**config.mk**
```make
export PLATFORM = sky130hd
export DESIGN_NAME = fht_bitrev_reorder
export DESIGN_NICKNAME = d
export VERILOG_FILES = /design/src/rtl/fht_bitrev_reorder.sv
export SDC_FILE = /design/constraint.sdc
export NUM_CORES = 1
export LEC_CHECK = 0
export ABC_AREA = 1
export ABC_CLOCK_PERIOD_IN_PS = 1400
export BUFFER_PORTS_ARGS = -buffer_cell sky130_fd_sc_hd__buf_2
export CORE_MARGIN = 8
export CORE_UTILIZATION = 36
export CTS_BUF_LIST = sky130_fd_sc_hd__clkbuf_16
export CTS_CLUSTER_DIAMETER = 60
export CTS_CLUSTER_SIZE = 10
export DETAILED_ROUTE_END_ITERATION = 8
export GPL_ROUTABILITY_DRIVEN = 0
export PLACE_DENSITY = 0.77
export SYNTH_ARGS = -nofsm -noshare
export SYNTH_HDL_FRONTEND = slang
export SYNTH_SLANG_ARGS = --single-unit
```
**constraint.sdc**
```tcl
create_clock -name iCLK -period 1.4 [get_ports iCLK]
set_input_delay 0.28 -clock iCLK [delete_from_list [all_inputs] [get_ports iCLK]]
set_output_delay 0.28 -clock iCLK [all_outputs]
set_load 0.01 [all_outputs]
```
**src/rtl/fht_bitrev_reorder.sv**
```systemverilog
// fht_bitrev_reorder
//
// Bit-reverse reorder engine between an FHT result RAM and the next
// transform's input RAM. Every clock, one row (N_BANK words) is read from
// the source RAM and written to the destination RAM at the natural-order
// address. In reorder mode the source row is taken at the bit-reversed
// address. In copy mode it is taken at the same address.
//
// Ports:
//   iCLK      clock
//   iRESET    synchronous active-high reset; aborts a run immediately
//   iSTART    start pulse, only looked at while idle
//   iMODE     0 = bit-reverse reorder, 1 = linear copy (latched at start)
//   oADDR_RD  source read address, shared by all banks
//   iDATA_RD  source read data, bank b in [b*D_BIT +: D_BIT]
//   oADDR_WR  destination write address, shared by all banks
//   oDATA_WR  destination write data, packed like iDATA_RD
//   oWE       per-bank write enable (all bits equal)
//   oBUSY     high while a run is in progress
//   oRDY      one-cycle done pulse
//
// Optional feature: define FHT_REORDER_SCALE_EN to scale every word.
// Each word is shifted arithmetically right by SHIFT with round-half-up,
// then saturated to the signed D_BIT range. This adds one register stage,
// so the write latency and the oRDY latency each grow by one clock.
//
// state   | meaning
// --------+---------------------------------------------------------
// S_IDLE  | waiting for iSTART
// S_READ  | issuing one source row address per clock
// S_DRAIN | letting the read/write pipeline empty
// S_DONE  | oRDY high for this cycle, back to idle next

module fht_bitrev_reorder #(
  parameter int D_BIT  = 16,
  parameter int A_BIT  = 8,
  parameter int N_BANK = 4,
  parameter int RD_LAT = 1,
  parameter int SHIFT  = 0
) (
  input  logic                      iCLK,
  input  logic                      iRESET,
  input  logic                      iSTART,
  input  logic                      iMODE,
  output logic [A_BIT-1:0]          oADDR_RD,
  input  logic [N_BANK*D_BIT-1:0]   iDATA_RD,
  output logic [A_BIT-1:0]          oADDR_WR,
  output logic [N_BANK*D_BIT-1:0]   oDATA_WR,
  output logic [N_BANK-1:0]         oWE,
  output logic                      oBUSY,
  output logic                      oRDY
);

`ifdef FHT_REORDER_SCALE_EN
  localparam int P_LAT = RD_LAT + 1;
`else
  localparam int P_LAT = RD_LAT;
`endif

  localparam logic [A_BIT-1:0] CNT_MAX    = '1;
  localparam logic [1:0]       DRAIN_LOAD = 2'(P_LAT - 1);

  typedef enum logic [1:0] {S_IDLE, S_READ, S_DRAIN, S_DONE} state_t;

  state_t           state;
  logic [A_BIT-1:0] cnt;
  logic [A_BIT-1:0] cnt_nxt;
  logic             mode_q;
  logic             rd_v;
  logic [1:0]       drain_cnt;

  // Write-side pipeline: the valid flag and the row index are delayed to
  // match the source RAM latency (plus the scaling stage when it is present).
  logic [P_LAT-1:0] v_pipe;
  logic [A_BIT-1:0] a_pipe [P_LAT];

  function automatic logic [A_BIT-1:0] bitrev(input logic [A_BIT-1:0] a);
    logic [A_BIT-1:0] r;
    for (int i = 0; i < A_BIT; i++) r[i] = a[A_BIT-1-i];
    return r;
  endfunction

  assign cnt_nxt = cnt + A_BIT'(1);

  always_ff @(posedge iCLK) begin
    if (iRESET) begin
      state     <= S_IDLE;
      cnt       <= '0;
      mode_q    <= 1'b0;
      rd_v      <= 1'b0;
      drain_cnt <= '0;
      oADDR_RD  <= '0;
      oBUSY     <= 1'b0;
      oRDY      <= 1'b0;
    end else begin
      oRDY <= 1'b0;
      case (state)
        S_IDLE: begin
          if (iSTART) begin
            state    <= S_READ;
            mode_q   <= iMODE;
            cnt      <= '0;
            rd_v     <= 1'b1;
            // Row 0 maps to address 0 in both modes.
            oADDR_RD <= '0;
            oBUSY    <= 1'b1;
          end
        end
        S_READ: begin
          // Leave on the last row without advancing cnt, so the wrap never
          // produces an extra read.
          if (cnt == CNT_MAX) begin
            state     <= S_DRAIN;
            rd_v      <= 1'b0;
            drain_cnt <= DRAIN_LOAD;
          end else begin
            cnt      <= cnt_nxt;
            oADDR_RD <= mode_q ? cnt_nxt : bitrev(cnt_nxt);
          end
        end
        S_DRAIN: begin
          if (drain_cnt == 2'd0) begin
            state <= S_DONE;
            oRDY  <= 1'b1;
            oBUSY <= 1'b0;
          end else begin
            drain_cnt <= drain_cnt - 2'd1;
          end
        end
        S_DONE: state <= S_IDLE;
        default: state <= S_IDLE;
      endcase
    end
  end

  always_ff @(posedge iCLK) begin
    if (iRESET) begin
      v_pipe <= '0;
      for (int i = 0; i < P_LAT; i++) a_pipe[i] <= '0;
    end else begin
      v_pipe[0] <= rd_v;
      a_pipe[0] <= cnt;
      for (int i = 1; i < P_LAT; i++) begin
        v_pipe[i] <= v_pipe[i-1];
        a_pipe[i] <= a_pipe[i-1];
      end
    end
  end

  // The write enable is gated by iRESET so that an abort also suppresses
  // the write that is already in flight during the reset cycle.
  assign oWE      = {N_BANK{v_pipe[P_LAT-1] & ~iRESET}};
  assign oADDR_WR = a_pipe[P_LAT-1];

`ifdef FHT_REORDER_SCALE_EN
  localparam int HALF_SH = (SHIFT > 0) ? SHIFT - 1 : 0;
  localparam logic signed [D_BIT:0] HALF    = (SHIFT > 0) ? ((D_BIT+1)'(1) << HALF_SH) : '0;
  localparam logic signed [D_BIT:0] SAT_MAX = {2'b00, {(D_BIT-1){1'b1}}};
  localparam logic signed [D_BIT:0] SAT_MIN = {2'b11, {(D_BIT-1){1'b0}}};

  // One guard bit keeps the rounding add from overflowing.
  function automatic logic [D_BIT-1:0] scale_word(input logic [D_BIT-1:0] w);
    logic signed [D_BIT:0] sum;
    logic signed [D_BIT:0] shr;
    sum = $signed({w[D_BIT-1], w}) + HALF;
    shr = sum >>> SHIFT;
    if (shr > SAT_MAX)      shr = SAT_MAX;
    else if (shr < SAT_MIN) shr = SAT_MIN;
    return shr[D_BIT-1:0];
  endfunction

  logic [N_BANK*D_BIT-1:0] data_q;

  always_ff @(posedge iCLK) begin
    if (iRESET) begin
      data_q <= '0;
    end else begin
      for (int b = 0; b < N_BANK; b++)
        data_q[b*D_BIT +: D_BIT] <= scale_word(iDATA_RD[b*D_BIT +: D_BIT]);
    end
  end

  assign oDATA_WR = data_q;
`else
  assign oDATA_WR = iDATA_RD;
`endif

endmodule

```
== Word-level counts from Yosys, hierarchy flattened ==
Memory sizes are Yosys's and may differ from the RTL's.
Index checks and enable logic that the tools add are counted.
Cells by class
  $add $sub $neg: 2
  equal/unequal tests: 9
  mux-type cells: 24
  bitwise gates (word level): 3
  reductions and logical operators: 13
Operators with widths (count)
  $mux W8: 5
  $pmux W8 S2: 2
  $reduce_and A3 Y1: 5
  $mux W2: 5
  $ne A2 B2 Y1 const B: 5
  $add A8 B1 Y8 const B: 1
  $eq A8 B8 Y1 const B: 1
  $mux W1: 8
  $pmux W2 S4: 1
  $reduce_or A8 Y1: 1
  $reduce_bool A2 Y1: 3
  $eq A2 B2 Y1 const B: 2
  $logic_not A2 Y1: 2
  $pmux W1 S2: 2
  $pmux W2 S2: 1
  $eq A2 B1 Y1 const B: 1
  $not A1 Y1: 2
  $reduce_and A2 Y1: 1
  $reduce_or A2 Y1: 1
  $sub A2 B1 Y2 const B: 1
  $and A1 B1 Y1: 1
Storage, ports and cells
  bits in registers: 25
  RAM bits: 8
  input bits: 68
  output and inout bits: 86
  logic and storage cells: 61
  memories: 1
Memories
  a_pipe: depth 1, width 8, read ports 1, clocked after memory_dff 0, wr ports 1, RTL line 75  | logic [A_BIT-1:0] a_pipe [P_LAT];

== Logic depth before layout (Yosys ltp) ==
  depth after elaboration: 4
  mapped depth: 10
  depth with buffers taken out: 10

== Least setup slack after synthesis ==
OpenSTA, ideal clock, no wires.
  kind: register to register
  start point: register state[1]
  end point: register cnt[0]
  setup time: 0.122 ns
  arrival time: 1.243 ns
  data required time: 1.278 ns
  setup slack: 0.035 ns
  cell stages (with the launch flop): 9
  buffers on the path: 1
  period minus slack after synthesis: 1.365 ns
  cell sequence: dfxtp_1 inv_1 ha_1 inv_2 o21ai_2 nand2_4 buf_6 nand2_1 o21ai_0
Between the ends
  word-level cells in the longest chain between the ends: 3
  elaborated cells between the ends (all ways): 7
  those cells by class: eq/ne: 3; mux: 1; reduce/logical: 3
Ends and longest elaborated chain
  from (decl): RTL line 65  | state_t state;
  from (signal assigned): RTL line 87  | state <= S_IDLE;
  from (signal assigned): RTL line 100  | state <= S_READ;
  from (signal assigned): RTL line 113  | state <= S_DRAIN;
  $eq A2 B1 Y1 or $logic_not A2 Y1 (tied branches): RTL line 97  | case (state)
  $ne A2 B2 Y1 (no source line) or $reduce_bool A2 Y1 (tied branches)
  $reduce_and A3 Y1 (no source line)
  to (signal assigned): RTL line 117  | cnt <= cnt_nxt;
  to (decl): RTL line 66  | logic [A_BIT-1:0] cnt;
Several ways; a longest one is shown, not always the timed one.
A chain may end at the register's enable or synchronous reset.

== Worst setup path after layout ==
  start point: register cnt[1]
  end point: register oADDR_RD[4]
Between the ends
  word-level cells in the longest chain between the ends: 4
  elaborated cells between the ends (all ways): 7
  those cells by class: add/sub: 1; eq/ne: 2; mux: 3; reduce/logical: 1
Ends and longest elaborated chain
  $add A8 B1 Y8: RTL line 83  | assign cnt_nxt = cnt + A_BIT'(1);
  $mux W8: RTL line 118  | oADDR_RD <= mode_q ? cnt_nxt : bitrev(cnt_nxt);
  $mux W8: RTL line 112  | if (cnt == CNT_MAX) begin
  $pmux W8 S2: RTL line 97
  to (signal assigned): RTL line 118
  to (decl): RTL line 45  | output logic [A_BIT-1:0] oADDR_RD,
Several ways; a longest one is shown, not always the timed one. The select of a mux whose other input is x is not followed.

==> results.cfg <==
[run_status]
outcome = finished with violations
violations = setup timing

[pwr]
peakVddDrop_uv = 617
combPwrFrac_pct = 42.1
p_leak_nw = 0.955
p_sw_share_pct = 36.7
clockPowerShare_pct = 27.1
power_density_nw_per_um2 = 1780
switching_power_mw = 1.39
p_int_mw = 2.40
p_seq_share_pct = 30.8
total_power_mw = 3.79

[run]
drv_cap = 0

[clock_network]
cts_buffer_depth = 2
root_buffer = clkbuf_16
cts_tree = done
cts_buffers = 5
clk_pin_slew_ns = 0.05
worstSkewPairLatency_ns = 0.28
numClockSinks = 33
cts-htree-levels = 2

[placement]
place_ws_ns = -0.0409
dp_hpwl_um = 2800
placed_cells = 305
placed_cell_area_um2 = 1750
port_buffers = 25

[drt]
drc = 0
dr.pass1.iters = 4
final_antenna_net_count = 0
via_per_inst = 4.75
routed_wirelength_um = 4520
wl_per_cell_um = 14.0
route.vias.total = 1535
first_iter_violations = 90

[hold_path]
hold_path_depth = 3
min_path_type = input pin to flop
min-delay-start = iMODE
holdPathEnd = mode_q$_SDFFE_PP0P_

[sta]
timing.hold.ws_ns = 0.280
final.setup.tns_ns = -0.0892
fmax_mhz = 704
finalMaxSlewViolations = 0
hold_viol = 0
clock_skew_ns = 0.00313
rsz0062_at_grt = yes
fin_crit_sh_pct = 101
fin_ws_ns = -0.0208
max_slew_margin_pct = 76.7
setup_viol = 7
tightestPinTransition_ns = 0.350
min_period_ns = 1.42

[setup_path]
crit_required_ns = 1.58
cp.arrival_ns = 1.60
start_kind = flop
r2r-start = cnt[1]$_SDFFE_PP0P_
end_kind = flop
r2r_slack_ns = -0.02
r2r-end = oADDR_RD[4]$_SDFFE_PP0P_
worstSetupPathType = flop to flop
reg2regPathDepth = 9
cp_max_fo = 6

[global_routing]
grt_start_max_net_pins = 16
grt_pass1_vias = 1476
antenna_found_initial = 0
grt_usage_pct = 10.1
grt_overflow = 0
grt_pass1_wl_um = 6830

[final_layout]
stdcell_count = 323
final_common_cell = nand2_1
final_nets = 324
drive_above_1_share_pct = 34.7
fill_cells = 530
synthToLayoutAreaGrowth_pct = 6.44
postLayoutCoreUtil_pct = 39.2
diodes = 0
layout_common_cells = 46 x nand2_1, 29 x dfxtp_1, 25 x buf_2
final_cell_area_um2 = 2130

[yosys]
synth_area_per_cell_um2 = 7.38
yosysUniqueCellTypes = 25
ys_seq_area_share_pct = 33.0
synth_nets = 345
ys_seq_elements = 33
synthCells = 271
syn_area_um2 = 2000
ys_warn_count = 0

[floorplanning]
die-height_um = 90.6
start_util_pct = 36.8
core_um2 = 5440
dieWidth_um = 90.6
rows = 27
die_area_um2 = 8200
io_pins = 154
## worst max-delay path by stage
| stage | slack, ns | to | start |
|---|---|---|---|
| after global routing | -0.08 | oADDR_RD[4]$_SDFFE_PP0P_ | cnt[1]$_SDFFE_PP0P_ |
| final | -0.02 | oADDR_RD[4]$_SDFFE_PP0P_ | cnt[1]$_SDFFE_PP0P_ |
| after global placement | 0.02 | oADDR_RD[0]$_SDFFE_PP0P_ | state[1]$_SDFFE_PP0P_ |
| after CTS | -0.03 | oADDR_RD[0]$_SDFFE_PP0P_ | state[1]$_SDFFE_PP0P_ |
| after detailed placement | -0.04 | oADDR_RD[0]$_SDFFE_PP0P_ | state[1]$_SDFFE_PP0P_ |
| after floorplan | 0.03 | cnt[0]$_SDFFE_PP0P_ | state[1]$_SDFFE_PP0P_ |
## worst max-delay path, cell delays in order (launching register included)
cell and delay, ns:
dfxtp_2 0.36, ha_4 0.16, nand2_4 0.06, nor2_4 0.22
nand2_4 0.10, nand3_4 0.11, nor2_4 0.05, buf_12 0.14
nand2_2 0.06, nand2_1 0.05
## cells in the mapped netlist
library cell	instances	area share [%]
nand2_2	3	0.94
nand3_1	18	4.5
clkbuf_1	2	0.38
inv_2	2	0.38
o21ai_0	12	3.0
xor2_1	2	0.88
nor2_2	1	0.31
nor3_1	2	0.50
nand4_1	2	0.63
nor2_4	2	1.1
ha_1	6	3.8
a21oi_1	9	2.3
nand2_1	52	9.8
inv_1	22	4.1
o21ai_2	3	1.3
nor2_1	24	4.5
buf_6	1	0.56
nand2_4	1	0.56
dfxtp_1	33	33
buf_2	1	0.25
buf_4	67	25
or2_2	2	0.63
o31ai_1	1	0.38
and2_1	2	0.63
nand3_2	1	0.50
## power by group through the flow
stage	sequential (mW)	combinational, mW	clock (mW)
after CTS	1.14	1.19	1.03
after global routing	1.18	1.74	1.09
after floorplan	1.15	0.931	0
after global placement	1.13	1.01	0
after detailed placement	1.14	1.05	0
final	1.17	1.60	1.03
## final cells by class
cell class                      count  area, um^2  area share, %
Sequential cell                    33         668           31.4
Clock inverter                      3        11.3          0.529
Multi-Input combinational cell    146         886           41.6
Inverter                           24        95.1           4.47
Clock buffer                        5         125           5.88
Timing Repair Buffer               40         254           11.9
Tap cell                           72        90.1           4.23
## flip-flops by register name, summed over array words and instances (netlist names)
register	count
a_pipe	8
cnt	8
oADDR_RD	8
drain_cnt	2
state	2
mode_q	1
oBUSY	1
oRDY	1
rd_v	1
v_pipe	1
## cells by family after synthesis
family	after synthesis	synth area share, %
xor+xnor	2	0.876
simple gates	110	24.6
compound gates	25	6.94
fa+ha+maj	6	3.75
buf+inv	95	30.8
flops	33	33.0
## what timing repair did
| item | in CTS | in global routing |
|---|---|---|
| hold buffers | 0 | 0 |
| buffers inserted | 1 | 6 |
| setup endpoints to repair | 11 | 23 |
| pin swaps | 2 | 13 |
| gates cloned | 2 | 1 |
| gates resized for setup | 9 | 34 |
## per-layer routing
metal,wire length (um),GRT usage (%),share of wire (%),vias to the layer above
li1,-,-,-,739
met1,1750,10.2,39,713
met2,2220,17.4,49,61
met3,416,4.41,9.2,22
met4,131,5.13,2.9,0
met5,0,0,0,-
No activity file was read; power rests on OpenSTA's default activity.
